--- src/rtl/piso_pkg.sv ---
// Shared types for the piso serialiser.
// Holds the two-state FSM encoding that rtl/piso.sv uses.
package piso_pkg;

    typedef enum logic {
        StIdle,
        StShift
    } state_t;

endpackage

--- src/rtl/piso.sv ---
// piso: parallel-in / serial-out transmitter.
// It accepts a DATA_WIDTH-bit word on a one-cycle valid_in strobe while idle.
// It then sends the word one bit per clock, LSB first, with every serial bit qualified by valid_out.
//
// Ports:
//   clk       rising-edge clock
//   rst_n     asynchronous active-low reset
//   data_in   parallel word, sampled only on the accepting edge
//   valid_in  load strobe, ignored while busy
//   data_out  serial bit (registered), 0 when idle
//   valid_out high while data_out carries a packet bit (registered)
//   busy      high while a packet is in flight; always equal to valid_out (registered)
module piso
    import piso_pkg::*;
#(
    parameter int unsigned DATA_WIDTH = 8
) (
    input  logic                  clk,
    input  logic                  rst_n,
    input  logic [DATA_WIDTH-1:0] data_in,
    input  logic                  valid_in,
    output logic                  data_out,
    output logic                  valid_out,
    output logic                  busy
);

    localparam int unsigned CntW = $clog2(DATA_WIDTH);
    localparam logic [CntW-1:0] LastCnt = CntW'(DATA_WIDTH - 1);

    state_t                  state_q, state_d;
    logic [CntW-1:0]         cnt_q, cnt_d;
    logic [DATA_WIDTH-1:0]   shreg_q, shreg_d;
    logic                    data_out_d, valid_out_d, busy_d;

    always_comb begin
        state_d     = state_q;
        cnt_d       = cnt_q;
        shreg_d     = shreg_q;
        data_out_d  = data_out;
        valid_out_d = valid_out;
        busy_d      = busy;

        unique case (state_q)
            StIdle: begin
                if (valid_in) begin
                    state_d     = StShift;
                    cnt_d       = '0;
                    // Bit 0 goes straight to data_out.
                    // The register keeps the remaining bits, so its LSB is always the next bit.
                    shreg_d     = data_in >> 1;
                    data_out_d  = data_in[0];
                    valid_out_d = 1'b1;
                    busy_d      = 1'b1;
                end
            end
            StShift: begin
                if (cnt_q == LastCnt) begin
                    state_d     = StIdle;
                    cnt_d       = '0;
                    shreg_d     = '0;
                    data_out_d  = 1'b0;
                    valid_out_d = 1'b0;
                    busy_d      = 1'b0;
                end else begin
                    cnt_d      = cnt_q + 1'b1;
                    shreg_d    = shreg_q >> 1;
                    data_out_d = shreg_q[0];
                end
            end
        endcase
    end

    always_ff @(posedge clk or negedge rst_n) begin
        if (!rst_n) begin
            state_q   <= StIdle;
            cnt_q     <= '0;
            shreg_q   <= '0;
            data_out  <= 1'b0;
            valid_out <= 1'b0;
            busy      <= 1'b0;
        end else begin
            state_q   <= state_d;
            cnt_q     <= cnt_d;
            shreg_q   <= shreg_d;
            data_out  <= data_out_d;
            valid_out <= valid_out_d;
            busy      <= busy_d;
        end
    end

endmodule

--- config.mk ---
export PLATFORM = sky130hd
export DESIGN_NAME = piso
export DESIGN_NICKNAME = d
export VERILOG_FILES = /design/src/rtl/piso_pkg.sv /design/src/rtl/piso.sv
export SDC_FILE = /design/constraint.sdc
export NUM_CORES = 1
export LEC_CHECK = 0
export ABC_CLOCK_PERIOD_IN_PS = 1500
export CORE_MARGIN = 3
export CORE_UTILIZATION = 46
export DETAILED_ROUTE_END_ITERATION = 16
export PLACE_DENSITY_LB_ADDON = 0.12
export SLEW_MARGIN = 5
export SYNTH_ARGS = -nofsm -noshare
export SYNTH_HDL_FRONTEND = slang
export SYNTH_SLANG_ARGS = --single-unit
export TNS_END_PERCENT = 10
--- constraint.sdc ---
create_clock -name clk -period 1.5 [get_ports clk]
set_input_delay 0.3 -clock clk [delete_from_list [all_inputs] [get_ports clk]]
set_output_delay 0.3 -clock clk [all_outputs]
set_load 0.03 [all_outputs]
==> flow_summary.toml, run 1 <==
[job]
maxcap_viol_count = 0

[drt]
detailedRoute.firstPassIterationCount = 4
wl_met1_um = 463
wire_length_on_met2_um = 582
top_layer = "met4"
route.met3.wl_um = 76
avgViaCountPerCell = 5.42
routed-via-count = 423
drt-wirelength-per-cell_um = 14.6
detail-route-antenna-nets = 0
initialDrtViolationCount = 15
drt_total_wl_mm = 1.14
remaining_drc_errors = 0

[synth]
synth_sequential_area_ratio = 0.533
synthDistinctLibCells = 14
post_synthesis_cell_area_um2 = 611
post_synth.cell_area_avg_um2 = 12.7
yosys_register_bits = 13
synth.yosys.warnings = 0
synthesis.instances = 48
mappedNetlistNets = 62

[worst_setup_path]
crit_buf_inv = 1
critPathCaptureType = "primary output"
worst-endpoint-required_ns = 1.20
critPathMaxStageDelay_ns = 0.41
cp-start-kind = "flop"
arrival_ns = 1.06
cpLargestDelayFamily = "buffers and inverters"
timing_worst_setup_path_type = "flop to primary output"
max_fanout_on_critical_path = 4
critical_path_slowest_stage_cell = "dlygate4sd2_1"
cp_cell_instances = "dlygate4sd2_1"

[power_and_ir_drop]
sw_frac_of_total = 0.360
leakage_nw = 0.378
power.share.combinational = 0.433
internal_power_w = 0.000886
clock_power_share = 0.150
p_sw_w = 0.000499
power-per-cell-area_nw_per_um2 = 1790
power.share.sequential = 0.418
power.ir.vdd_worst_v = 0.000850

[die]
top_level_ports = 14
dieArea_um2 = 1800
floorplan.core_area_um2 = 1170
floorplan.die.height_um = 42.4
std_cell_rows = 12
die_x_um = 42.4
initial_core_utilization = 0.521

[sta]
finalMaxSlewViolations = 0
worst-slew-pin-transition_ns = 0.569
setup-violations-final = 0
period_minus_slack_ns = 1.36
finalHoldViolCount = 0
fin_setup_tns_ns = 0
final_min_period_over_clock_period = 0.907
clock-skew-final_ns = 0.000672
maxClockFrequency_mhz = 735
rsz0062_at_grt = "false"
fin_ws_ns = 0.139
timing.slew.headroom = 0.619

[global_routing]
globalRouteTotalUtil = 0.157
pin_count_of_the_biggest_net_entering_global_routing = 15
grt_antenna_before_repair = 0
grt_first_pass_wirelength_mm = 2.06
grt_pass1_vias = 446
gr-total-overflow = 0

[layout]
insertedDiodeCount = 0
drive_gt1_frac = 0.0938
syn2layout_area_growth_pct = 26.8
layout_commonest_cell = "dfrtp_1"
stdcell_area_um2 = 774
fin_nets = 79
filler_cell_count = 92
final_cell_mix = "dfrtp_1, clkdlybuf4s50_1, mux2i_1"

[clock_network]
number_of_buffers_created_by_cts = 3
root_buffer = "clkbuf_4"
tritoncts = "done"
clock_pin_slew_reported_for_the_worst_setup_and_hold_paths_after_clock_tree_synthesis_ns = 0.07
clock_path_buffers = 2
clk-insertion-delay-late_ns = 0.27
htreeDepth = 1
post-cts-setup-buffers = 0
tritoncts_num_sinks = 13

[place]
placement.io_buffers = 13
post-place-ws_ns = 0.0578
gp_congestion = 0.706
detailed_place.area_um2 = 752

[hold_path]
worst_hold_path_type = "primary input to asynchronous set/reset pin"

[outcome]
run_status = "finished, final reports clean"
-- cell usage after synthesis (all sizes together) --
| cell type | n | share of area |
|---|---|---|
| dfrtp | 13 | 0.53 |
| mux2i | 9 | 0.15 |
| o2bb2ai | 7 | 0.10 |
| buf | 4 | 0.047 |
| ha | 3 | 0.061 |
| inv | 3 | 0.018 |
| nor2 | 3 | 0.018 |
| a22o | 2 | 0.029 |
| a21o | 1 | 0.012 |
| nor2b | 1 | 0.010 |
| nor3b | 1 | 0.012 |
| o22ai | 1 | 0.010 |
-- cell families after synthesis --
| family | Yosys count | synth area share |
|---|---|---|
| and+or+nand+nor | 5 | 0.0410 |
| DFF | 13 | 0.533 |
| muxes | 9 | 0.148 |
| adders and majority gates | 3 | 0.0615 |
| buffers and inverters | 7 | 0.0656 |
| AOI/OAI and AO/OA | 11 | 0.152 |
-- power by group through the flow --
stage,logic [W],registers (W),clock network (W)
2_1_floorplan,0.000394,0.000612,0
3_3_place_gp,0.000586,0.000572,0
3_5_place_dp,0.000627,0.000589,0
4_1_cts,0.000602,0.000581,0.000215
5_1_grt,0.000661,0.000600,0.000233
6_report,0.000600,0.000579,0.000207
-- layout make-up --
class,count,area [um^2],area share
Multi-Input combinational cell,28,245,0.317
Timing Repair Buffer,16,149,0.192
Sequential cell,13,325,0.420
Tap cell,14,17.5,0.0226
Inverter,3,11.3,0.0145
Clock buffer,4,26.3,0.0339
-- timing repair --
action | 4_1_cts | 5_1_grt
resized for setup | 3 | 0
hold buffers | 0 | 0
setup endpoints to repair | 3 | 0
-- state kept, by name, indices dropped and copies added, names as in the netlist --
register  cells
busy          1
cnt_q         3
data_out      1
shreg_q       7
state_q       1
-- path summary, 6_finish.rpt --
path / start / end / slack [ns] / cells after the start
worst max register to register: cnt_q[0] / shreg_q[2] / 0.18 / 5
worst min register to register: shreg_q[1] / shreg_q[0] / 0.50 / 1
worst max-delay path: busy / busy / 0.14 / 1
max in group asynchronous: rst_n / shreg_q[6] / 0.73 / 1
min in group clk: shreg_q[1] / shreg_q[0] / 0.50 / 1
worst min-delay path: rst_n / shreg_q[1] / 0.40 / 1
-- stage by stage --
stage	utilization	instances	hold WS, ns	total power [W]
finish	0.661	78	0.395	0.00139
floorplan	-	48	0.00441	0.00101
detailed placement	0.642	74	0.479	0.00122
CTS	0.661	78	0.407	0.00140
global placement	0.642	74	0.462	0.00116
global route	0.661	78	0.436	0.00149
-- layer usage --
metal,vias to the layer above,GRT usage
met5,-,0
met4,0,0.0745
met1,203,0.186
met3,2,0.0515
met2,15,0.252
li1,203,-
No activity file was read; power rests on OpenSTA's default activity.
==> inputs of run 2 (changes only) <==
--- a/config.mk
+++ b/config.mk
@@ -6,7 +6,7 @@
 export NUM_CORES = 1
 export LEC_CHECK = 0
 export ABC_CLOCK_PERIOD_IN_PS = 1500
-export CORE_MARGIN = 3
+export CORE_MARGIN = 5
 export CORE_UTILIZATION = 46
 export DETAILED_ROUTE_END_ITERATION = 16
 export PLACE_DENSITY_LB_ADDON = 0.12
==> run 2 against run 1 <==
  * Setup slack worse by 0.014 ns
  * First-iteration DRC count is 80% lower
  * Register-to-register slack hardly changed
  * Combinational power hardly changed
  * Cell count is 3.8% higher
  * Non-clock buffer count is 2 higher
  * Critical path depth stayed put
  * Routed wire length is 5.3% higher
  * Via count is 1.7% higher
  * Clock power hardly changed
  * Sequential share of layout area is 0.86 points lower
  * Count of clock-buffer cells in the layout stayed put
  * Critical endpoint unchanged
  * Highest routed layer unchanged
==> flow_summary.toml, run 2 (synthesis results as in run 1) <==
[outcome]
run_status = "finished, final reports clean"

[worst_setup_path]
timing.critical_path.from = "busy"
timing_worst_setup_path_type = "flop to primary output"
timing.rr.start = "cnt_q[0]"
worst-r2r-setup-slack_ns = 0.17
critical_path_slowest_stage_cell = "dlygate4sd2_1"
critPathCaptureType = "primary output"
reg2reg_to = "shreg_q[4]"
cp-start-kind = "flop"
cp-endpoint = "busy"
worst-endpoint-required_ns = 1.20
cp_cell_instances = "dlygate4sd2_1"
crit_buf_inv = 1
critPathMaxStageDelay_ns = 0.42
max_fanout_on_critical_path = 4
cpLargestDelayFamily = "buffers and inverters"
worstRegToRegCells = 5
arrival_ns = 1.08
crit_path_depth = 1

[drt]
avgViaCountPerCell = 5.31
detailedRoute.firstPassIterationCount = 2
routed-via-count = 430
drt-wirelength-per-cell_um = 14.8
remaining_drc_errors = 0
detail-route-antenna-nets = 0
initialDrtViolationCount = 3
drt_total_wl_mm = 1.20

[sta]
clock-skew-final_ns = 0.00252
setup-violations-final = 0
finalHoldViolCount = 0
period_minus_slack_ns = 1.38
worst-slew-pin-transition_ns = 0.302
maxClockFrequency_mhz = 727
finalMaxSlewViolations = 0
fin_setup_tns_ns = 0
hold_ws_ns = 0.336
timing.slew.headroom = 0.800
rsz0062_at_grt = "false"
final_min_period_over_clock_period = 0.917

[global_routing]
grt_antenna_before_repair = 0
grt_use_met1 = 0.153
grt_pass1_vias = 451
globalRouteTotalUtil = 0.141
gr-total-overflow = 0
grt_busiest_layer = "met2"
grtUsageMet3 = 0.0508
pin_count_of_the_biggest_net_entering_global_routing = 15
grt_first_pass_wirelength_mm = 1.97
grt_util_met2 = 0.225

[clock_network]
post-cts-setup-buffers = 0
number_of_buffers_created_by_cts = 3
clock_pin_slew_reported_for_the_worst_setup_and_hold_paths_after_clock_tree_synthesis_ns = 0.07
tritoncts = "done"
clk-insertion-delay-late_ns = 0.27
ctsHoldBuffers = 0
root_buffer = "clkbuf_4"
clock_path_buffers = 2
tritoncts_num_sinks = 13
htreeDepth = 1
cts-resized-gates = 3

[place]
detailed_place.area_um2 = 768
placement.io_buffers = 13
gp_congestion = 0.770

[power_and_ir_drop]
power_w = 0.00139
leakage_nw = 0.388
power-per-cell-area_nw_per_um2 = 1760
power.ir.vdd_worst_v = 0.000776

[layout]
fin_nets = 81
stdcell_area_um2 = 791
drive_gt1_frac = 0.121
syn2layout_area_growth_pct = 29.5
insertedDiodeCount = 0
filler_cell_count = 110
regMostFlops = "shreg_q"
layout_commonest_cell = "dfrtp_1"
largest_register_ffs = 7
final_cell_mix = "dfrtp_1, clkdlybuf4s50_1, mux2i_1"
top_regs = "shreg_q: 7 flops, cnt_q: 3 flops"

[hold_path]
worst_hold_path_type = "primary input to asynchronous set/reset pin"

[die]
floorplan.die.height_um = 46.4
dieArea_um2 = 2160
die_x_um = 46.4
std_cell_rows = 13
top_level_ports = 14
initial_core_utilization = 0.475
floorplan.core_area_um2 = 1280

[job]
maxcap_viol_count = 0
-- run 2: cell types whose count changed in the layout (fill, tap and decap cells not counted) --
cell,delta
buf_4,+2
-- run 2: how the worst min path moves through the flow --
stage	startpoint	to	slack, ns	cells after the start
after CTS	rst_n	shreg_q[1]	0.32	2
after floorplan	rst_n	busy	0.004	0
after global routing	rst_n	shreg_q[1]	0.34	2
after detailed placement	shreg_q[2]	shreg_q[1]	0.48	1
final	rst_n	shreg_q[1]	0.34	2
after global placement	shreg_q[3]	shreg_q[2]	0.46	1
-- run 2: layer usage --
layer | up-vias | wire (um) | share of wire
met2 | 10 | 610 | 0.51
met5 | - | 0 | 0
li1 | 211 | - | -
met4 | 0 | 12 | 0.010
met1 | 207 | 502 | 0.42
met3 | 2 | 70 | 0.059
-- run 2: stage by stage --
step / utilization / worst slack [ns] / cells
finish: 0.615 / 0.125 / 81
global route: 0.615 / 0.0581 / 81
CTS: 0.615 / 0.0920 / 81
detailed placement: 0.598 / 0.0894 / 77
global placement: 0.598 / 0.166 / 77
floorplan: - / 0.301 / 48
-- run 2: cell type report --
cell class                      instances  area (um^2)  area share
Sequential cell                        13          325       0.411
Multi-Input combinational cell         28          245       0.310
Timing Repair Buffer                   18          164       0.207
Clock buffer                            4         26.3      0.0332
Tap cell                               15         18.8      0.0237
Inverter                                3         11.3      0.0142
-- run 2: power by group --
group	total (W)	leakage [nW]	switching [W]	internal, W
Combinational	0.000603	0.208	0.000310	0.000293
Clock	0.000210	0.0150	0.000107	0.000103
Sequential	0.000581	0.165	0.0000890	0.000492
Total	0.00139	0.388	0.000506	0.000888
